--- src/rtl/counter_pkg.sv ---
// counter_pkg -- shared definitions for the counter block.
//   ARCH_BEHAVIORAL / ARCH_STRUCTURAL : legal values of counter's ARCHITECTURE
//   counter_params_ok()               : constant function checking that the
//                                       range/step parameters fit DATA_WIDTH
// No ports (package).
package counter_pkg;

   localparam string ARCH_BEHAVIORAL = "BEHAVIORAL";
   localparam string ARCH_STRUCTURAL = "STRUCTURAL";

   localparam int unsigned MAX_DATA_WIDTH = 32'd32;

   // True when width is 1..32, FROM <= TO, both fit the width, and STEP is
   // 1..2**width-1. 64-bit arithmetic keeps the 2**32 limit representable.
   function automatic bit counter_params_ok(
      input int unsigned     data_width,
      input longint unsigned from_v,
      input longint unsigned to_v,
      input longint unsigned step_v
   );
      longint unsigned lim_v;
      bit              ok_v;
      if ((data_width < 32'd1) || (data_width > MAX_DATA_WIDTH)) begin
         ok_v = 1'b0;
      end else begin
         lim_v = 64'd1 << data_width;
         ok_v  = (from_v < lim_v) && (to_v < lim_v) && (from_v <= to_v) &&
                 (step_v >= 64'd1) && (step_v < lim_v);
      end
      return ok_v;
   endfunction

endpackage

--- src/rtl/counter_adder.sv ---
// counter_adder -- plain ripple-carry adder with carry-in and carry-out.
// Ports:
//   a, b  [WIDTH-1:0]  operands
//   cin               carry-in
//   sum   [WIDTH-1:0]  a + b + cin (low WIDTH bits)
//   cout              carry-out of the top bit
module counter_adder
   import counter_pkg::*;
#(
   parameter int unsigned WIDTH = 8
) (
   input  logic [WIDTH-1:0] a,
   input  logic [WIDTH-1:0] b,
   input  logic             cin,
   output logic [WIDTH-1:0] sum,
   output logic             cout
);

   logic [WIDTH:0] carry_s;

   // Bit-serial carry chain, one full adder per bit.
   always_comb begin
      carry_s    = '0;
      sum        = '0;
      carry_s[0] = cin;
      for (int i = 0; i < int'(WIDTH); i++) begin
         sum[i]       = a[i] ^ b[i] ^ carry_s[i];
         carry_s[i+1] = (a[i] & b[i]) | (carry_s[i] & (a[i] ^ b[i]));
      end
      cout = carry_s[WIDTH];
   end

endmodule

--- src/rtl/counter.sv ---
// counter -- parameterised synchronous up-counter with enable, range and step.
// out runs COUNT_FROM, COUNT_FROM+STEP, ... while a full step still fits below
// COUNT_TO, then reloads COUNT_FROM.
// Ports:
//   clk   rising-edge clock
//   rst   synchronous reset, active-high (loads COUNT_FROM, beats en)
//   en    count enable
//   out   [DATA_WIDTH-1:0] current count, straight from the state register
//   wrap  (only with COUNTER_WRAP_FLAG_EN defined) high for the one cycle in
//         which out has just been reloaded by the wrap rule
// ARCHITECTURE selects an inferred ("BEHAVIORAL") or explicit-adder
// ("STRUCTURAL") datapath; both produce the same sequence.
module counter
   import counter_pkg::*;
#(
   parameter string       ARCHITECTURE = ARCH_BEHAVIORAL,
   parameter int unsigned DATA_WIDTH   = 32'd8,
   parameter int unsigned COUNT_FROM   = 32'd0,
   parameter int unsigned COUNT_TO     = 32'd255,
   parameter int unsigned STEP         = 32'd1
) (
   input  logic                  clk,
   input  logic                  rst,
   input  logic                  en,
   output logic [DATA_WIDTH-1:0] out
`ifdef COUNTER_WRAP_FLAG_EN
   ,
   output logic                  wrap
`endif
);

   localparam logic [DATA_WIDTH-1:0] FROM_C = DATA_WIDTH'(COUNT_FROM);
   localparam logic [DATA_WIDTH-1:0] TO_C   = DATA_WIDTH'(COUNT_TO);
   localparam logic [DATA_WIDTH-1:0] STEP_C = DATA_WIDTH'(STEP);

   if (!counter_params_ok(DATA_WIDTH, longint'(COUNT_FROM), longint'(COUNT_TO),
                          longint'(STEP))) begin : g_param_err
      $error("counter: illegal DATA_WIDTH/COUNT_FROM/COUNT_TO/STEP combination");
   end

   logic [DATA_WIDTH-1:0] count_r;
   logic [DATA_WIDTH-1:0] next_s;
   logic                  wrap_s;

   if (ARCHITECTURE == ARCH_BEHAVIORAL) begin : g_beh
      logic [DATA_WIDTH:0] sum_s;
      logic [DATA_WIDTH:0] rem_s;

      // Next count: wrap when the distance left to COUNT_TO is below STEP.
      always_comb begin
         sum_s  = {1'b0, count_r} + {1'b0, STEP_C};
         rem_s  = {1'b0, TO_C} - {1'b0, count_r};
         // rem_s[MSB] set means count_r > COUNT_TO (corrupted state): reload.
         // sum_s[MSB] can only be set in that same situation; kept as a guard.
         wrap_s = rem_s[DATA_WIDTH] | (rem_s[DATA_WIDTH-1:0] < STEP_C) |
                  sum_s[DATA_WIDTH];
         if (wrap_s) begin
            next_s = FROM_C;
         end else begin
            next_s = sum_s[DATA_WIDTH-1:0];
         end
      end
   end else if (ARCHITECTURE == ARCH_STRUCTURAL) begin : g_str
      logic [DATA_WIDTH-1:0] sum_lo_s;
      logic                  sum_hi_s;
      logic [DATA_WIDTH:0]   diff_s;
      logic                  ge_s;

      counter_adder #(.WIDTH(DATA_WIDTH)) u_step_adder (
         .a    (count_r),
         .b    (STEP_C),
         .cin  (1'b0),
         .sum  (sum_lo_s),
         .cout (sum_hi_s)
      );

      // (out+STEP) + ~TO + 1 = (out+STEP) - TO over DATA_WIDTH+1 bits;
      // carry-out means out+STEP >= TO.
      counter_adder #(.WIDTH(DATA_WIDTH + 32'd1)) u_cmp_adder (
         .a    ({sum_hi_s, sum_lo_s}),
         .b    (~{1'b0, TO_C}),
         .cin  (1'b1),
         .sum  (diff_s),
         .cout (ge_s)
      );

      // out+STEP > TO is the same test as (TO - out) < STEP, and also
      // catches out > TO.
      always_comb begin
         wrap_s = ge_s & (|diff_s);
         if (wrap_s) begin
            next_s = FROM_C;
         end else begin
            next_s = sum_lo_s;
         end
      end
   end else begin : g_arch_err
      $error("counter: ARCHITECTURE must be \"BEHAVIORAL\" or \"STRUCTURAL\"");
   end

   // Count register: reset beats enable, otherwise step or hold.
   always_ff @(posedge clk) begin
      if (rst) begin
         count_r <= FROM_C;
      end else if (en) begin
         count_r <= next_s;
      end else begin
         count_r <= count_r;
      end
   end

   assign out = count_r;

`ifdef COUNTER_WRAP_FLAG_EN
   logic wrap_r;

   // Wrap flag: marks a reload caused by the wrap rule, never by reset.
   always_ff @(posedge clk) begin
      if (rst) begin
         wrap_r <= 1'b0;
      end else begin
         wrap_r <= en & wrap_s;
      end
   end

   assign wrap = wrap_r;
`endif

endmodule

--- config.mk ---
export PLATFORM = sky130hd
export DESIGN_NAME = counter
export DESIGN_NICKNAME = d
export VERILOG_FILES = /design/src/rtl/counter_pkg.sv /design/src/rtl/counter_adder.sv /design/src/rtl/counter.sv
export SDC_FILE = /design/constraint.sdc
export NUM_CORES = 1
export LEC_CHECK = 0
export CAP_MARGIN = 20
export CORE_AREA = 10 10 47 49
export DETAILED_ROUTE_END_ITERATION = 8
export DIE_AREA = 0 0 57 59
export HOLD_SLACK_MARGIN = 0.12
export SLEW_MARGIN = 20
export SYNTH_ARGS = -nofsm -noshare
export SYNTH_HDL_FRONTEND = slang
export SYNTH_SLANG_ARGS = --single-unit
--- constraint.sdc ---
create_clock -name clk -period 1.8 [get_ports clk]
set_input_delay 0.36 -clock clk [delete_from_list [all_inputs] [get_ports clk]]
set_output_delay 0.36 -clock clk [all_outputs]
set_load 0.05 [all_outputs]
# [Yosys cells after proc, flatten, opt, wreduce, memory -nomap -nowiden]
# Cells that the tools add are included.
# W data, S select, Z words.
[op_classes] n_lt_le_gt_ge=1 n_addsub=2 bitwise_logic=2 n_mux=1
[op_table] cell="$add A8 B1 Y9 const B" n=1
[op_table] cell="$sub A8 B8 Y9 const A" n=1
[op_table] cell="$lt A8 B1 Y1 const B" n=1
[op_table] cell="$mux W8" n=1
[op_table] cell="$or A1 B1 Y1" n=2
[totals] output_inout_bits=8 input_bits=3 regBits=8 wordCells=7

# [Longest topological paths before layout]
[logic_depth] ltp_word=5 mapped_depth=4 ltp_nobuf=4

# [Worst setup path after synthesis]
# No wires, ideal clock.
[synth_timing] path_kind="reg2reg" from="register count_r[0] (netlist: out[0])" to="register count_r[0] (netlist: out[0])" synth_period_minus_slack_ps=1765 t_required_ps=1668 setup_ps=132 arrival_ps=1632 n_path_buf=0 path_stages_with_launch=5 slack_ps=35 cell_sequence="dfxtp_1 > ha_1 > o21ai_0 > o31ai_1 > nor2_1"
[synth_between] elab_chain_cells=5 elab_cells_between_ends=6 classes_between="2 x add/sub; 1 x order compare; 1 x mux; 2 x bitwise"
[synth_rtl] item="from (decl)" line_no="counter.sv:41" rtl="logic [DATA_WIDTH-1:0] count_r;"
[synth_rtl] item="from (signal assigned)" line_no="counter.sv:106" rtl="count_r <= next_s;"
[synth_rtl] item="from (signal assigned)" line_no="counter.sv:108" rtl="count_r <= count_r;"
[synth_rtl] item="$sub A8 B8 Y9" line_no="counter.sv:52" rtl="rem_s = {1'b0, TO_C} - {1'b0, count_r};"
[synth_rtl] item="$lt A8 B1 Y1" line_no="counter.sv:55" rtl="wrap_s = rem_s[DATA_WIDTH] | (rem_s[DATA_WIDTH-1:0] < STEP_C) |"
[synth_rtl] item="$or A1 B1 Y1 (2 in a row)" line_no="counter.sv:55"
[synth_rtl] item="$mux W8 (*)" line_no="counter.sv:57" rtl="if (wrap_s) begin"
# Mark *: on every way between the ends. The rest lies on a longest branch, timed or not.
# A chain may end at the register's enable or synchronous reset.

# [Worst setup path in the final report]
[layout_timing] from="register count_r[0] (netlist: out[0])" to="register count_r[1] (netlist: out[1])"
# The elaborated chain is that of the path after synthesis.

==> results.md <==
* Setup Buffers After CTS at 0
* Final Hold Fails at 0
* Clock buffer count from CTS at 3
* Final setup viols at 0
* FP Rows at 14
* Vias per inst at 5.22
* Actual slew at the worst max-slew pin at 0.287 ns
* Crit-path cells: buf_4 -> ha_1 -> o21ai_0 -> o31ai_1 -> buf_4 -> nor2_1
* CP Data Arrival Time at 1.64 ns
* Number of port buffers at 10
* Slew margin rel. at 80.9%
* Hold WC Path Type: register to register
* Total GRT Usage at 6.57%
* Design Area, Final at 569 um2
* PD cells at 704 nW/um2
* Most frequent cell after synthesis: dfxtp_1
* Final Worst Setup Slack at 0.308 ns
* Startpoint Class: register
* Skew final at 0.000993 ns
* Reg2Reg Launch Point: out[0]
* Detailed Route Iter0 Violations at 10
* HP Start: out[4]
* Post-DRT Antenna Nets at 0
* DRC at 0
* Min Tclk post-route at 1.49 ns
* CTS Root Cell: clkbuf_4
* Antenna violations before repair at 0
* Inst Count DP at 76
* Synthesis warning total at 0
* Primary FF master, synth: dfxtp_1
* VDD IR max at 368 uV
* Placed inst area at 547 um2
* Mapped Cells at 46
* Share of layout cells above drive strength 1 at 30.2%
* CTS tree: built
* Full die area at 3360 um2
* Latest clock arrival within the worst-skew pair at 0.26 ns
* Critical path class: register to register
* Pre-CTS setup slack at 0.0711 ns
* Initial Utilization at 29.7%
* Nets@finish at 70
* Cell Area, Synth at 417 um2
* Critical-path top delay cell: dfxtp_1
* Die span in x at 57 um
* Seq cells post-synth at 8
* Sequential share of the synthesized area at 38.4%
* Final worst-path cycle share at 82.9%
* Post-CTS resize count at 0
* Outcome: complete, no violations
* RSZ-0062 raised after global routing: false
* Drt first pass iters at 4
* RePlAce Congestion at 0.721
* Total Routed Length at 1.13 mm
* Core Region at 1400 um2
* Final Non-Filler Cells at 79
* Final Max Slew Viols at 0
* CP peak stage delay at 0.39 ns
* CP dominant cell by count: buf_4
* Largest net degree at the start of global routing at 9
* Synth area leaders: dfxtp_1 38%, ha_1 6.0%, o31ai_1 5.4%
* Post-synth cell types at 24
* Syn Nets at 51
* Vias in the first global route at 405
* Worst-path maximum fanout at 5
* H-Tree Depth at 1
* Max Root-Sink Buffers at 2
* Boundary Pins at 11
* Share of the synthesized area in the top cell type at 38.4%
* Max capacitance violation total at 0
* Die height at 59 um
* Worst Setup SP: out[0]
* Clock sinks at 8
* Critical Path End Type: register
* # diodes at 0
* Max reg flops at 8
* Async S/R FF share, synth at 0%
* Critical Path RT at 1.95 ns
* Maximum clock rate at 670 MHz
* Hold-fix buffers at CTS at 0
* Commonest cells post-synth: 8 x dfxtp_1, 4 x a21oi_1, 4 x nor2_1
* Post-synth EDFFs at 0
* Drt wl/cell at 14.3 um
* First-pass GRT wire length at 1.76 mm
* Routed via count at 412
* Post-synthesis area per instance at 9.06 um2
* P_leak at 0.229 nW
* Top cell type by total area after synthesis: dfxtp_1
* Worst-path clk slew at 0.06 ns
* Placed wire-length estimate at 849 um
* Area Overhead vs Synth at 36.6%
* GRT Residual Overflow at 0
* Setup tns final at 0 ns
## cell families after synthesis
kind of cell               share of synthesized area, %
and+or+nand+nor                                    21.6
AOI/OAI and AO/OA                                  21.6
DFF                                                38.4
xor gates and xnor gates                           6.31
buffers and inverters                              3.60
adders and majority gates                          6.01
muxes                                              2.40
## worst paths after layout
| path | end | slack, ns | cells after the start |
|---|---|---|---|
| worst max-delay path | out[1] | 0.31 | 6 |
| worst min-delay path | out[4] | 0.54 | 2 |
| worst max register to register | out[1] | 0.31 | 6 |
| worst min register to register | out[4] | 0.54 | 2 |
## critical path: cells and delay by family (launching register included)
family	cells	cell delay (ns)
buffers and inverters	2	0.34
AND/OR/NAND/NOR	1	0.05
AO/OA/AOI/OAI	2	0.35
adder cells (fa/ha/maj)	1	0.26
flip-flops	1	0.39
## cell type report
cell class	instances	area, um2
clock buffers	3	22.5
fillers	158	832
inverters	2	7.51
multi-input cells	35	241
flip-flops and latches	8	160
well taps	16	20.0
repair buffers	15	118
## layer usage
layer | vias up | track usage, % | share of wire (%)
met3 | 2 | 4.08 | 8.2
li1 | 208 | - | -
met1 | 191 | 7.25 | 48
met4 | 0 | 4.03 | 1.9
met5 | - | 0 | 0
met2 | 11 | 9.30 | 42
## through the flow
stage	power, mW	util [%]	hold slack (ns)
2_1_floorplan	0.230	-	0.429
3_3_place_gp	0.258	39.0	0.525
3_5_place_dp	0.260	39.0	0.538
4_1_cts	0.403	40.6	0.547
5_1_grt	0.420	40.6	0.581
6_report	0.401	40.6	0.543
## cell usage in the layout (no fill, tap or decap)
cell | Yosys | layout
a211oi_1 | 2 | 2
a21oi_1 | 4 | 4
a31oi_1 | 1 | 1
a41oi_1 | 1 | 1
and4_2 | 1 | 1
buf_4 | 1 | 13
clkbuf_4 | 0 | 3
clkdlybuf4s50_1 | 0 | 2
dfxtp_1 | 8 | 8
ha_1 | 2 | 2
inv_1 | 2 | 2
mux2i_1 | 1 | 1
nand2_1 | 3 | 3
nand3_1 | 1 | 1
nand4_1 | 1 | 1
nand4_2 | 1 | 1
nand4b_1 | 1 | 1
nor2_1 | 4 | 4
nor3_1 | 1 | 1
o211ai_1 | 1 | 1
o21ai_0 | 2 | 2
o31ai_1 | 3 | 3
or3b_2 | 1 | 1
or4_1 | 1 | 1
xnor2_1 | 1 | 1
xor2_1 | 2 | 2
## power by group
| group | internal [mW] | switching, mW | total (mW) |
|---|---|---|---|
| Clock | 0.0768 | 0.0676 | 0.144 |
| Combinational | 0.0274 | 0.0395 | 0.0669 |
| Sequential | 0.182 | 0.00737 | 0.189 |
| Total | 0.286 | 0.114 | 0.401 |
No activity file was read; power rests on OpenSTA's default activity.
